### src/rtl/trig_pkg.sv
// Shared types and constants for the external trigger conditioner.
package trig_pkg;

  // Sequencer-facing trigger state
  typedef enum logic [1:0] {
    ST_IDLE    = 2'd0,
    ST_ARMED   = 2'd1,
    ST_HOLDOFF = 2'd2
  } trig_state_e;

  localparam logic EDGE_RISE = 1'b0;
  localparam logic EDGE_FALL = 1'b1;

  // Pick the edge flavour the sequencer cares about
  function automatic logic qualify_edge(input logic sel, input logic rise, input logic fall);
    logic q;
    if (sel == EDGE_FALL) begin
      q = fall;
    end else begin
      q = rise;
    end
    return q;
  endfunction

endpackage

### src/rtl/trig_input_filter.sv
// Synchronizes the raw trigger level, rejects short glitches and
// produces single-cycle rise/fall strobes of the filtered level.
module trig_input_filter #(
  parameter int FILTER_LEN = 4
) (
  input  logic aclk,
  input  logic aresetn,
  input  logic trig_in,
  output logic trig_level,
  output logic rise,
  output logic fall
);

  localparam int FCNT_W = (FILTER_LEN > 1) ? $clog2(FILTER_LEN) : 1;
  localparam logic [FCNT_W-1:0] FCNT_LAST = FCNT_W'(FILTER_LEN - 1);

  logic              s1_q, s1_d;
  logic              s2_q, s2_d;
  logic              level_q, level_d;
  logic              prev_level_q, prev_level_d;  // previous filtered level
  logic [FCNT_W-1:0] fcnt_q, fcnt_d;

  // Next-state for synchronizer, persistence counter and level history
  always_comb begin
    s1_d         = trig_in;
    s2_d         = s1_q;
    prev_level_d = level_q;
    level_d      = level_q;
    fcnt_d       = fcnt_q;
    if (s2_q == level_q) begin
      fcnt_d = '0;
    end else if (fcnt_q == FCNT_LAST) begin
      // New level has persisted for FILTER_LEN consecutive samples
      level_d = s2_q;
      fcnt_d  = '0;
    end else begin
      fcnt_d = fcnt_q + FCNT_W'(1);
    end
  end

  // State registers of the input path
  always_ff @(posedge aclk or negedge aresetn) begin
    if (!aresetn) begin
      s1_q         <= 1'b0;
      s2_q         <= 1'b0;
      level_q      <= 1'b0;
      prev_level_q <= 1'b0;
      fcnt_q       <= '0;
    end else begin
      s1_q         <= s1_d;
      s2_q         <= s2_d;
      level_q      <= level_d;
      prev_level_q <= prev_level_d;
      fcnt_q       <= fcnt_d;
    end
  end

  assign trig_level = level_q;
  assign rise       = level_q & ~prev_level_q;
  assign fall       = ~level_q & prev_level_q;

endmodule

### src/rtl/trigger_conditioner.sv
// Trigger conditioner: filtered edge detection, arm/holdoff state machine
// and pulse/missed-edge event counters feeding the sequencer Trigger input.
module trigger_conditioner
  import trig_pkg::*;
#(
  parameter int FILTER_LEN = 4,
  parameter int HOLDOFF_W  = 32,
  parameter int COUNT_W    = 32
) (
  input  logic                 aclk,
  input  logic                 aresetn,
  input  logic                 trig_in,
  input  logic                 arm,
  input  logic                 disarm,
  input  logic                 edge_sel,
  input  logic                 auto_rearm,
  input  logic [HOLDOFF_W-1:0] holdoff,
  input  logic                 count_clr,
  output logic                 trig_pulse,
  output logic                 trig_level,
  output logic                 armed,
  output logic [COUNT_W-1:0]   trig_count,
  output logic [COUNT_W-1:0]   missed_count
);

  localparam logic [COUNT_W-1:0] COUNT_MAX = {COUNT_W{1'b1}};

  logic rise_s, fall_s, qual_s;
  logic fire_s, miss_s;

  trig_state_e          state_q, state_d;
  logic [HOLDOFF_W-1:0] hcnt_q, hcnt_d;
  logic                 pulse_q, pulse_d;
  logic                 armed_q, armed_d;
  logic [COUNT_W-1:0]   tcount_q, tcount_d;
  logic [COUNT_W-1:0]   mcount_q, mcount_d;

  trig_input_filter #(
    .FILTER_LEN (FILTER_LEN)
  ) u_filter (
    .aclk       (aclk),
    .aresetn    (aresetn),
    .trig_in    (trig_in),
    .trig_level (trig_level),
    .rise       (rise_s),
    .fall       (fall_s)
  );

  assign qual_s = qualify_edge(edge_sel, rise_s, fall_s);

  // Arm/holdoff state machine and event counter next-state
  always_comb begin
    state_d = state_q;
    hcnt_d  = hcnt_q;
    fire_s  = 1'b0;
    miss_s  = 1'b0;
    case (state_q)
      ST_IDLE: begin
        if (arm && !disarm) begin
          state_d = ST_ARMED;
        end else begin
          state_d = ST_IDLE;
        end
      end
      ST_ARMED: begin
        // Disarm beats a coincident edge; arm is a no-op here
        if (disarm) begin
          state_d = ST_IDLE;
        end else if (qual_s) begin
          state_d = ST_HOLDOFF;
          fire_s  = 1'b1;
          hcnt_d  = holdoff;
        end else begin
          state_d = ST_ARMED;
        end
      end
      ST_HOLDOFF: begin
        miss_s = qual_s;
        if (disarm) begin
          state_d = ST_IDLE;
          hcnt_d  = '0;
        end else if (hcnt_q == '0) begin
          if (auto_rearm) begin
            state_d = ST_ARMED;
          end else begin
            state_d = ST_IDLE;
          end
        end else begin
          hcnt_d = hcnt_q - HOLDOFF_W'(1);
        end
      end
      default: begin
        state_d = ST_IDLE;
        hcnt_d  = '0;
      end
    endcase

    pulse_d = fire_s;
    armed_d = (state_d != ST_IDLE);

    // Clear wins over a simultaneous increment on both counters
    if (count_clr) begin
      tcount_d = '0;
    end else if (fire_s) begin
      tcount_d = tcount_q + COUNT_W'(1);
    end else begin
      tcount_d = tcount_q;
    end

    if (count_clr) begin
      mcount_d = '0;
    end else if (miss_s && (mcount_q != COUNT_MAX)) begin
      mcount_d = mcount_q + COUNT_W'(1);
    end else begin
      mcount_d = mcount_q;
    end
  end

  // Control state, holdoff count, counters and registered outputs
  always_ff @(posedge aclk or negedge aresetn) begin
    if (!aresetn) begin
      state_q  <= ST_IDLE;
      hcnt_q   <= '0;
      pulse_q  <= 1'b0;
      armed_q  <= 1'b0;
      tcount_q <= '0;
      mcount_q <= '0;
    end else begin
      state_q  <= state_d;
      hcnt_q   <= hcnt_d;
      pulse_q  <= pulse_d;
      armed_q  <= armed_d;
      tcount_q <= tcount_d;
      mcount_q <= mcount_d;
    end
  end

  assign trig_pulse   = pulse_q;
  assign armed        = armed_q;
  assign trig_count   = tcount_q;
  assign missed_count = mcount_q;

endmodule
### config.mk
export PLATFORM = sky130hd
export DESIGN_NAME = trigger_conditioner
export DESIGN_NICKNAME = d
export VERILOG_FILES = /design/src/rtl/trig_pkg.sv /design/src/rtl/trig_input_filter.sv /design/src/rtl/trigger_conditioner.sv
export SDC_FILE = /design/constraint.sdc
export NUM_CORES = 1
export LEC_CHECK = 0
export BUFFER_PORTS_ARGS = -buffer_cell sky130_fd_sc_hd__buf_2
export CAP_MARGIN = 0
export CORE_ASPECT_RATIO = 1.2
export CORE_MARGIN = 2
export CORE_UTILIZATION = 32
export DETAILED_ROUTE_END_ITERATION = 7
export SLEW_MARGIN = 40
export SYNTH_ARGS = -nofsm -noshare
export SYNTH_HDL_FRONTEND = slang
export SYNTH_HIERARCHICAL = 1
export SYNTH_SLANG_ARGS = --single-unit
### constraint.sdc
create_clock -name aclk -period 2.6 [get_ports aclk]
set_input_delay 0.52 -clock aclk [delete_from_list [all_inputs] [get_ports aclk]]
set_output_delay 0.52 -clock aclk [all_outputs]
set_load 0.1 [all_outputs]
==> results of run 1 <==
-- power by group --
group	switching (uW)	internal (uW)	total, uW
Clock	654	758	1410
Combinational	1340	917	2260
Sequential	106	1760	1870
Total	2100	3440	5540
-- stage by stage --
stage	utilization	cells	TNS, ps	worst slack, ps
5_1_grt	0.400	1008	0	32.4
3_3_place_gp	0.382	991	-909	-270
4_1_cts	0.399	1007	0	51.7
2_1_floorplan	-	647	0	6.24
3_5_place_dp	0.382	991	0	55.6
6_report	0.400	1008	0	159
-- worst max-delay path, delay by kind of cell, from the launching register on --
family | cells | cell delay (ps)
AND/OR/NAND/NOR | 4 | 1330
flip-flops | 1 | 410
AO/OA/AOI/OAI | 2 | 590
-- logic make-up after synthesis --
group	synth area share
XOR/XNOR	0.0871
multiplexers	0.00730
buffers and inverters	0.0283
adder cells (fa/ha/maj)	0.0193
AND/OR/NAND/NOR	0.270
flip-flops	0.455
AO/OA/AOI/OAI	0.133
-- registers in the layout, indices dropped and copies added (netlist names) --
name                   cells
armed                      1
hcnt_q                    32
missed_count              32
state_q                    2
trig_count                32
trig_pulse                 1
u_filter/fcnt_q            2
u_filter/prev_level_q      1
u_filter/s1_q              1
u_filter/s2_q              1
u_filter/trig_level        1
-- layer usage --
metal,GRT usage,vias to the layer above,share of wire,routed length [um]
met1,0.227,2576,0.45,7300
met3,0.0257,16,0.040,641
met5,0,-,0,0
met2,0.286,122,0.49,7940
met4,0.0586,0,0.016,256
li1,-,2603,-,-
-- layout make-up --
cell class / count / share of cell area
multi-input combinational: 500 / 0.422
sequential: 106 / 0.370
inverter: 16 / 0.00832
clock buffer: 11 / 0.0323
tap: 224 / 0.0388
timing repair buffer: 146 / 0.119
clock inverter: 5 / 0.00884
-- placed cells by master (no fill, tap or decap), types with 4 or more instances in the layout --
cell / instances
nor3_1: 26
dfrtp_1: 90
and2_1: 4
ha_1: 9
a221o_1: 4
buf_4: 39
xnor2_1: 34
or3_1: 14
clkbuf_16: 9
inv_1: 16
nand2_1: 42
nand4_1: 17
dfrtp_2: 16
nor4_1: 17
o22ai_1: 4
nand3_1: 31
nor2_1: 96
a21oi_1: 31
and3_1: 11
a22oi_1: 10
o21a_1: 4
and4_1: 7
a32oi_1: 6
o21ai_0: 46
xor2_1: 24
buf_2: 105
-- synthesized netlist by cell type, drive strengths merged (9+ instances only) --
master  instances  area [sq um]
clkbuf         21          78.8
nor2           98           370
xor2           24           210
ha              9           113
xnor2          34           298
nand4          17           106
a22oi          10          75.1
or3            14          87.6
o21ai          47           239
nand3          32           173
and3           11          68.8
inv            16          60.1
nand2          42           158
nor3           29           161
dfrtp         106          2650
a21oi          31           155
nor4           20           140
-- worst min path at each step --
stage	to	from	cells after the start	slack, ps
floorplan	armed	aresetn	0	220
global placement	u_filter/s2_q	u_filter/s1_q	0	340
detailed placement	u_filter/s2_q	u_filter/s1_q	0	340
CTS	missed_count[11]	aresetn	1	110
global route	missed_count[11]	aresetn	1	130
finish	missed_count[8]	aresetn	1	100
-- what timing repair did --
| action | in CTS | in global routing |
|---|---|---|
| gates resized for setup | 0 | 4 |
| hold buffers | 0 | 0 |
| buffers inserted | 0 | 1 |
| endpoints found under the setup margin | 0 | 6 |
==> results.json, run 1 <==
{
  "status": "finished, final reports clean",
  "crit_slowest_cell": "or4_4",
  "grt_max_degree": 65,
  "netlist_area_sq_um": 5830,
  "antenna_cells": 0,
  "synth_cells": 647,
  "cts_tree": "done",
  "setup_viol": 0,
  "antenna_found_initial": 0,
  "crit_end": "hcnt_q[29]",
  "yosys_register_bits": 106,
  "via_per_inst": 5.27,
  "syn_nets": 696,
  "seqCellArea_sq_um": 2670,
  "dr.pass1.iters": 4,
  "final_area_sq_um": 7210,
  "grt.total_usage": 0.171,
  "grt_overflow": 0,
  "power_uw": 5540,
  "routabilityCongestion": 0.820,
  "crit_chain": "or4_4 -> nor4_4 -> nand3_4 -> o21a_1 -> and2_1 -> a221o_1",
  "ys.flop_type": "dfrtp_1",
  "grt_pass1_vias": 5141,
  "cp.arrival_ps": 2690,
  "ff2ff_setup_slack_ps": 160,
  "yosys_warnings": 6,
  "root_buffer": "clkbuf_16",
  "powerDensity_nw_per_um2": 768,
  "drtIter0Drc": 273,
  "port_buffers": 106,
  "fin_crit_ps": 2440,
  "yosysSeqAreaShare": 0.455,
  "n_fill_cell": 1859,
  "finalHoldViolCount": 0,
  "hold_path_class": "in -> async",
  "relSlewSlack": 0.543,
  "vias": 5317,
  "wire_per_inst_um": 16.0,
  "critical_path_class": "reg -> reg",
  "nets": 828,
  "rows": 54,
  "crit_path_start": "hcnt_q[17]",
  "postSynthAreaPerCell_sq_um": 9.01,
  "maxSlewViolCount": 0,
  "placed_cell_area_sq_um": 6890,
  "die_w_um": 127,
  "p_leak_uw": 0.00323,
  "async_flop_share": 1.00,
  "wirelength_mm": 16.1,
  "multi_input_area_sq_um": 3050,
  "die_area_sq_um": 19300,
  "crit_path_end_kind": "register",
  "die_y_um": 152,
  "drv_cap": 0,
  "numCtsBuffers": 9,
  "timing.rr.start": "hcnt_q[17]",
  "core_sq_um": 18000,
  "clockBufferDepth": 2,
  "drive_above_1_share": 0.251,
  "r2r_end": "hcnt_q[29]",
  "drc_errors": 0,
  "cp_max_fo": 6,
  "syn2layout_area_growth_pct": 23.7,
  "cts-htree-levels": 3,
  "vdd_drop_max_mv": 0.469,
  "grt_setup_unrepaired": "no",
  "synth_edf_count": 0,
  "min_period_over_period": 0.939,
  "cpPeakStageDelay_ps": 580,
  "clock-sinks": 106,
  "whs_ps": 103,
  "insertion_delay_ps": 360,
  "cp.required_ps": 2850,
  "fin_skew_ps": 14.6,
  "startpoint_type": "register",
  "grt_pass1_wl_mm": 26.7,
  "tightest_slew_ps": 686,
  "design.portCount": 107,
  "ant_nets": 0,
  "r2r_cells": 6,
  "path_clk_slew_ps": 80,
  "netlist-cell-type-count": 58,
  "initial_core_util": 0.323,
  "dp_hpwl_mm": 11.8,
  "fmax_ghz": 0.410
}
Note: power is estimated with default switching activity, not from simulation.
==> run 2, diff against run 1 <==
- ABC_AREA: default -> 1
- CORE_MARGIN: 2 -> default
- RECOVER_POWER: default -> 50
==> run 2 against run 1 <==
  * Area after synthesis grew 24%
  * Final area increased by 15%
  * Register-to-register slack improved by 300 ps
  * Critical path type is now reg -> out
  * Non-clock buffer count down 30
  * Sequential cell count unchanged
  * Critical endpoint is now trig_count[19]
  * Largest power group unchanged
  * Clock power down 4%
  * Power shrank 4.3%
  * Hold slack better by 170 ps
  * Highest routed layer unchanged
==> results.json, run 2 <==
{
  "status": "finished, final reports clean",
  "netlist-cell-type-count": 38,
  "synth_top_cell_area_share": 0.366,
  "die_w_um": 139,
  "hold_start": "trig_in",
  "netlist_area_sq_um": 7250,
  "yosys_register_bits": 106,
  "hold_path_class": "in -> reg",
  "drive_above_1_share": 0.109,
  "wire_per_inst_um": 13.6,
  "path_clk_slew_ps": 80,
  "grt_max_degree": 59,
  "relSlewSlack": 0.0107,
  "clockBufferDepth": 2,
  "synth_common_cells": "nand2_1, nor2_1, inv_1",
  "port_buffers": 106,
  "synth_edf_count": 0,
  "initial_core_util": 0.325,
  "setup_viol": 0,
  "via_per_inst": 4.84,
  "yosysSeqAreaShare": 0.366,
  "postSynthAreaPerCell_sq_um": 6.41,
  "powerDensity_nw_per_um2": 639,
  "yosysMostFrequentCell": "nand2_1",
  "ff2ff_setup_slack_ps": 460,
  "vdd_drop_max_mv": 0.344,
  "totalNegativeSetupSlack_ps": 0,
  "drc_errors": 0,
  "critical_path_class": "reg -> out",
  "yosys_warnings": 6,
  "ctsHoldBuffers": 0,
  "cp.required_ps": 2080,
  "drtIter0Drc": 354,
  "root_buffer": "clkbuf_16",
  "numCtsBuffers": 9,
  "die_y_um": 167,
  "fin_skew_ps": 15.0,
  "min_period_over_period": 0.849,
  "async_flop_share": 1.00,
  "cp_max_fo": 5,
  "tightest_slew_ps": 1480,
  "grt_overflow": 0,
  "cpPeakStageDelay_ps": 880,
  "final_common_cell": "nand2_1",
  "yosys.area.top_type": "dfrtp_1",
  "clock-sinks": 106,
  "timing.rr.start": "u_filter/trig_level",
  "cts_resized": 0,
  "whs_path_depth": 1,
  "synth_area_leaders": "dfrtp_1, nand2_1, nor2_1, inv_1, nand3_1",
  "crit_path_end_kind": "output port",
  "dp_hpwl_mm": 15.6,
  "hold_path_end": "u_filter/s1_q",
  "final_cell_mix": "nand2_1, nor2_1, inv_1",
  "wirelength_mm": 20.7,
  "fin_crit_ps": 2210,
  "insertion_delay_ps": 360,
  "crit_slowest_cell": "clkbuf_1",
  "crit_chain": "clkbuf_1",
  "synth_cells": 1131,
  "cp.arrival_ps": 1690,
  "startpoint_type": "register",
  "design.portCount": 107,
  "core_sq_um": 22300,
  "grt_setup_unrepaired": "no",
  "nets": 1281,
  "p_leak_uw": 0.00412,
  "drv_cap": 0,
  "r2r_end": "trig_count[19]",
  "fmax_ghz": 0.453,
  "vias": 7336,
  "grt_pass1_wl_mm": 35.1,
  "ys.flop_type": "dfrtp_1",
  "routabilityCongestion": 0.880,
  "finalHoldViolCount": 0,
  "dr.pass1.iters": 5,
  "crit_family": "buffers and inverters",
  "r2r_cells": 12,
  "syn_nets": 1180,
  "rows": 60,
  "cts-htree-levels": 3,
  "maxSlewViolCount": 0,
  "antenna_found_initial": 1,
  "grt_pass1_vias": 7113,
  "whs_ps": 272,
  "syn2layout_area_growth_pct": 14.4,
  "cp_num_buf_inv": 1,
  "cts_tree": "done",
  "grt.total_usage": 0.186,
  "post_cts_buffers": 0,
  "ant_nets": 0,
  "die_area_sq_um": 23300
}
## run 2: cell count changes in the layout (fill, tap and decap cells not counted), moves of 31 or more
cell	before	now
inv_1	16	128
xnor2_1	34	3
nand2_1	42	401
nand3_1	31	93
nor2_1	96	162
buf_4	39	8
## run 2: cell type report
type	instances	area, sq um
repair buffers	116	582
well taps	279	349
fillers	2409	14000
diodes	1	2.50
flip-flops and latches	106	2650
clock inverters	3	22.5
multi-input cells	865	3920
clock buffers	12	256
inverters	134	508
## run 2: report_power, final
part / switching, uW / internal [uW]
combinational: 1460 / 600
clock: 656 / 705
sequential: 119 / 1770
total: 2230 / 3070
## run 2: per-stage QoR
step	utilization	setup slack [ps]	instances	area (sq um)	total power [uW]
2_1_floorplan	-	108	1131	7250	3480
3_3_place_gp	0.361	493	1500	8050	3950
3_5_place_dp	0.361	426	1500	8050	3970
4_1_cts	0.374	462	1515	8330	5360
5_1_grt	0.372	193	1515	8290	5740
6_report	0.372	393	1516	8290	5300
## run 2: how the worst max path moves through the flow
stage                            end                start  cells after the start
floorplan           missed_count[31]      missed_count[0]                     12
global placement      trig_count[19]             edge_sel                     10
detailed placement    trig_count[19]             edge_sel                     10
CTS                   trig_count[19]  u_filter/trig_level                     12
global route          trig_count[19]  u_filter/trig_level                     12
finish                trig_count[19]       trig_count[19]                      1
## run 2: per-layer routing
layer | track usage | vias up | wire length (um)
li1 | - | 3773 | -
met1 | 0.233 | 3378 | 9440
met2 | 0.320 | 153 | 9910
met3 | 0.0282 | 32 | 843
met4 | 0.0720 | 0 | 480
met5 | 0 | - | 0
## run 2: cell families after synthesis
| logic type | synth area share |
|---|---|
| simple gates | 0.422 |
| buf+inv | 0.0937 |
| compound gates | 0.0861 |
| flops | 0.366 |
| xor+xnor | 0.0169 |
| fa+ha+maj | 0.0155 |
==> run 3, diff against run 2 <==
- clock period: 2.6 -> 1.86 ns (I/O delays scaled with it)
==> run 3 against run 2 <==
  * Global-route usage is 0.67 points higher
  * Non-clock buffer count grew 64
  * Routed wire length is 7.1% higher
  * Largest cell class unchanged
==> results.json, run 3 (same netlist as run 2, synthesis figures left out) <==
{
  "n_fill_cell": 2345,
  "setup_viol": 0,
  "crit_path_end_kind": "register",
  "p_sw_uw": 3480,
  "powerDensity_nw_per_um2": 899,
  "via_per_inst": 4.83,
  "routabilityCongestion": 0.894,
  "port_buffers": 106,
  "dr.pass1.iters": 7,
  "die_y_um": 167,
  "ant_nets": 0,
  "swShare": 0.426,
  "rows": 60,
  "power_uw": 8160,
  "grt_max_degree": 107,
  "p_leak_uw": 0.00451,
  "antenna_found_initial": 0,
  "cts_tree": "done",
  "drc_errors": 0,
  "clockBufferDepth": 2,
  "finalHoldViolCount": 0,
  "totalNegativeSetupSlack_ps": 0,
  "grt_pass1_wl_mm": 35.5,
  "startpoint_type": "register",
  "final_common_cell": "nand2_1",
  "tightest_slew_ps": 634,
  "nets": 1346,
  "cp_max_fo": 6,
  "final.setup.worst_slack_ps": 82.5,
  "numCtsBuffers": 9,
  "power_frac_comb": 0.444,
  "fin_crit_ps": 1780,
  "dp_slack_ps": -151,
  "dp_hpwl_mm": 16.3,
  "grt_overflow": 0,
  "insertion_delay_ps": 370,
  "wirelength_mm": 22.1,
  "drive_above_1_share": 0.240,
  "drtIter0Drc": 555,
  "initial_core_util": 0.325,
  "vias": 7636,
  "antenna_cells": 0,
  "critical_path_class": "reg -> reg",
  "hold_path_class": "in -> async",
  "root_buffer": "clkbuf_16",
  "drv_cap": 0,
  "path_clk_slew_ps": 80,
  "clock-sinks": 106,
  "min_period_over_period": 0.956,
  "fin_skew_ps": 14.6,
  "grt_pass1_vias": 7072,
  "pwr-share-clk": 0.238,
  "cp.arrival_ps": 2030,
  "final_cell_mix": "nand2_1, nor2_1, inv_1",
  "relSlewSlack": 0.577,
  "syn2layout_area_growth_pct": 25.1,
  "grt.total_usage": 0.193,
  "cts-htree-levels": 3,
  "design.portCount": 107,
  "final_area_sq_um": 9070,
  "die_w_um": 139,
  "maxSlewViolCount": 0,
  "placed_cell_area_sq_um": 8590,
  "internal_power_uw": 4680,
  "die_area_sq_um": 23300,
  "vdd_drop_max_mv": 0.543,
  "fmax_ghz": 0.563,
  "sequentialPowerShare": 0.318,
  "core_sq_um": 22300,
  "wire_per_inst_um": 14.0,
  "cp.required_ps": 2110,
  "status": "finished, final reports clean",
  "grt_setup_unrepaired": "yes"
}
==> run 3: cell count changes in the layout (fill, tap and decap cells not counted), sizes merged <==
cell	before	now
nor2	171	172
inv	135	136
clkbuf	40	11
clkinv	2	4
diode	1	0
buf	88	179
==> run 3: repair_timing <==
item / 4_1_cts / 5_1_grt
setup endpoints to repair: 55 / 45
pin swaps: 2 / 6
cloned: 1 / 0
hold buffers: 0 / 0
buffers inserted: 1 / 10
endpoints found under the hold margin: 0 / 0
gates resized for setup: 6 / 23
==> run 3: routing by layer <==
| layer | vias to the layer above | track usage | wire [um] |
|---|---|---|---|
| met5 | - | 0 | 0 |
| met4 | 0 | 0.0638 | 442 |
| met3 | 35 | 0.0299 | 1040 |
| met2 | 201 | 0.346 | 11100 |
| met1 | 3499 | 0.233 | 9520 |
| li1 | 3901 | - | - |
==> run 3: critical path, stage by stage (launching register included) <==
cell	delay, ps
dfrtp_4	470
ha_4	190
nand2_4	80
nor2_8	120
buf_4	170
nand4_1	130
nor2_1	190
nand3_1	120
o21ai_1	140
nor2_1	50
==> run 3: through the flow <==
stage,util,instances,hold WS (ps)
2_1_floorplan,-,1131,76.4
4_1_cts,0.400,1571,101
3_3_place_gp,0.385,1553,335
5_1_grt,0.407,1581,100
3_5_place_dp,0.385,1553,343
6_report,0.407,1581,110
==> run 3: layout make-up <==
type                    count  area (sq um)  area share
flip-flops and latches    106          2740       0.301
clock inverters             6          51.3     0.00565
repair buffers            180          1150       0.127
well taps                 279           349      0.0385
clock buffers              10           229      0.0252
multi-input cells         866          4040       0.445
inverters                 134           518      0.0571
==> run 3: power by group through the flow <==
stage / logic (uW) / registers, uW / clock network [uW]
2_1_floorplan: 2100 / 2770 / 0
3_3_place_gp: 3340 / 2630 / 0
3_5_place_dp: 3370 / 2630 / 0
4_1_cts: 3440 / 2590 / 1990
5_1_grt: 4040 / 2620 / 2080
6_report: 3620 / 2600 / 1940
==> run 3: worst paths after layout <==
check,start,end,slack [ps],cells past startpoint
worst min register to register,u_filter/s1_q,u_filter/s2_q,360,0
worst max-delay path,missed_count[0],missed_count[22],80,9
worst max register to register,missed_count[0],missed_count[22],80,9
max in group asynchronous,aresetn,missed_count[0],1190,2
min in group aclk,trig_in,u_filter/s1_q,120,1
worst min-delay path,aresetn,trig_count[25],110,2
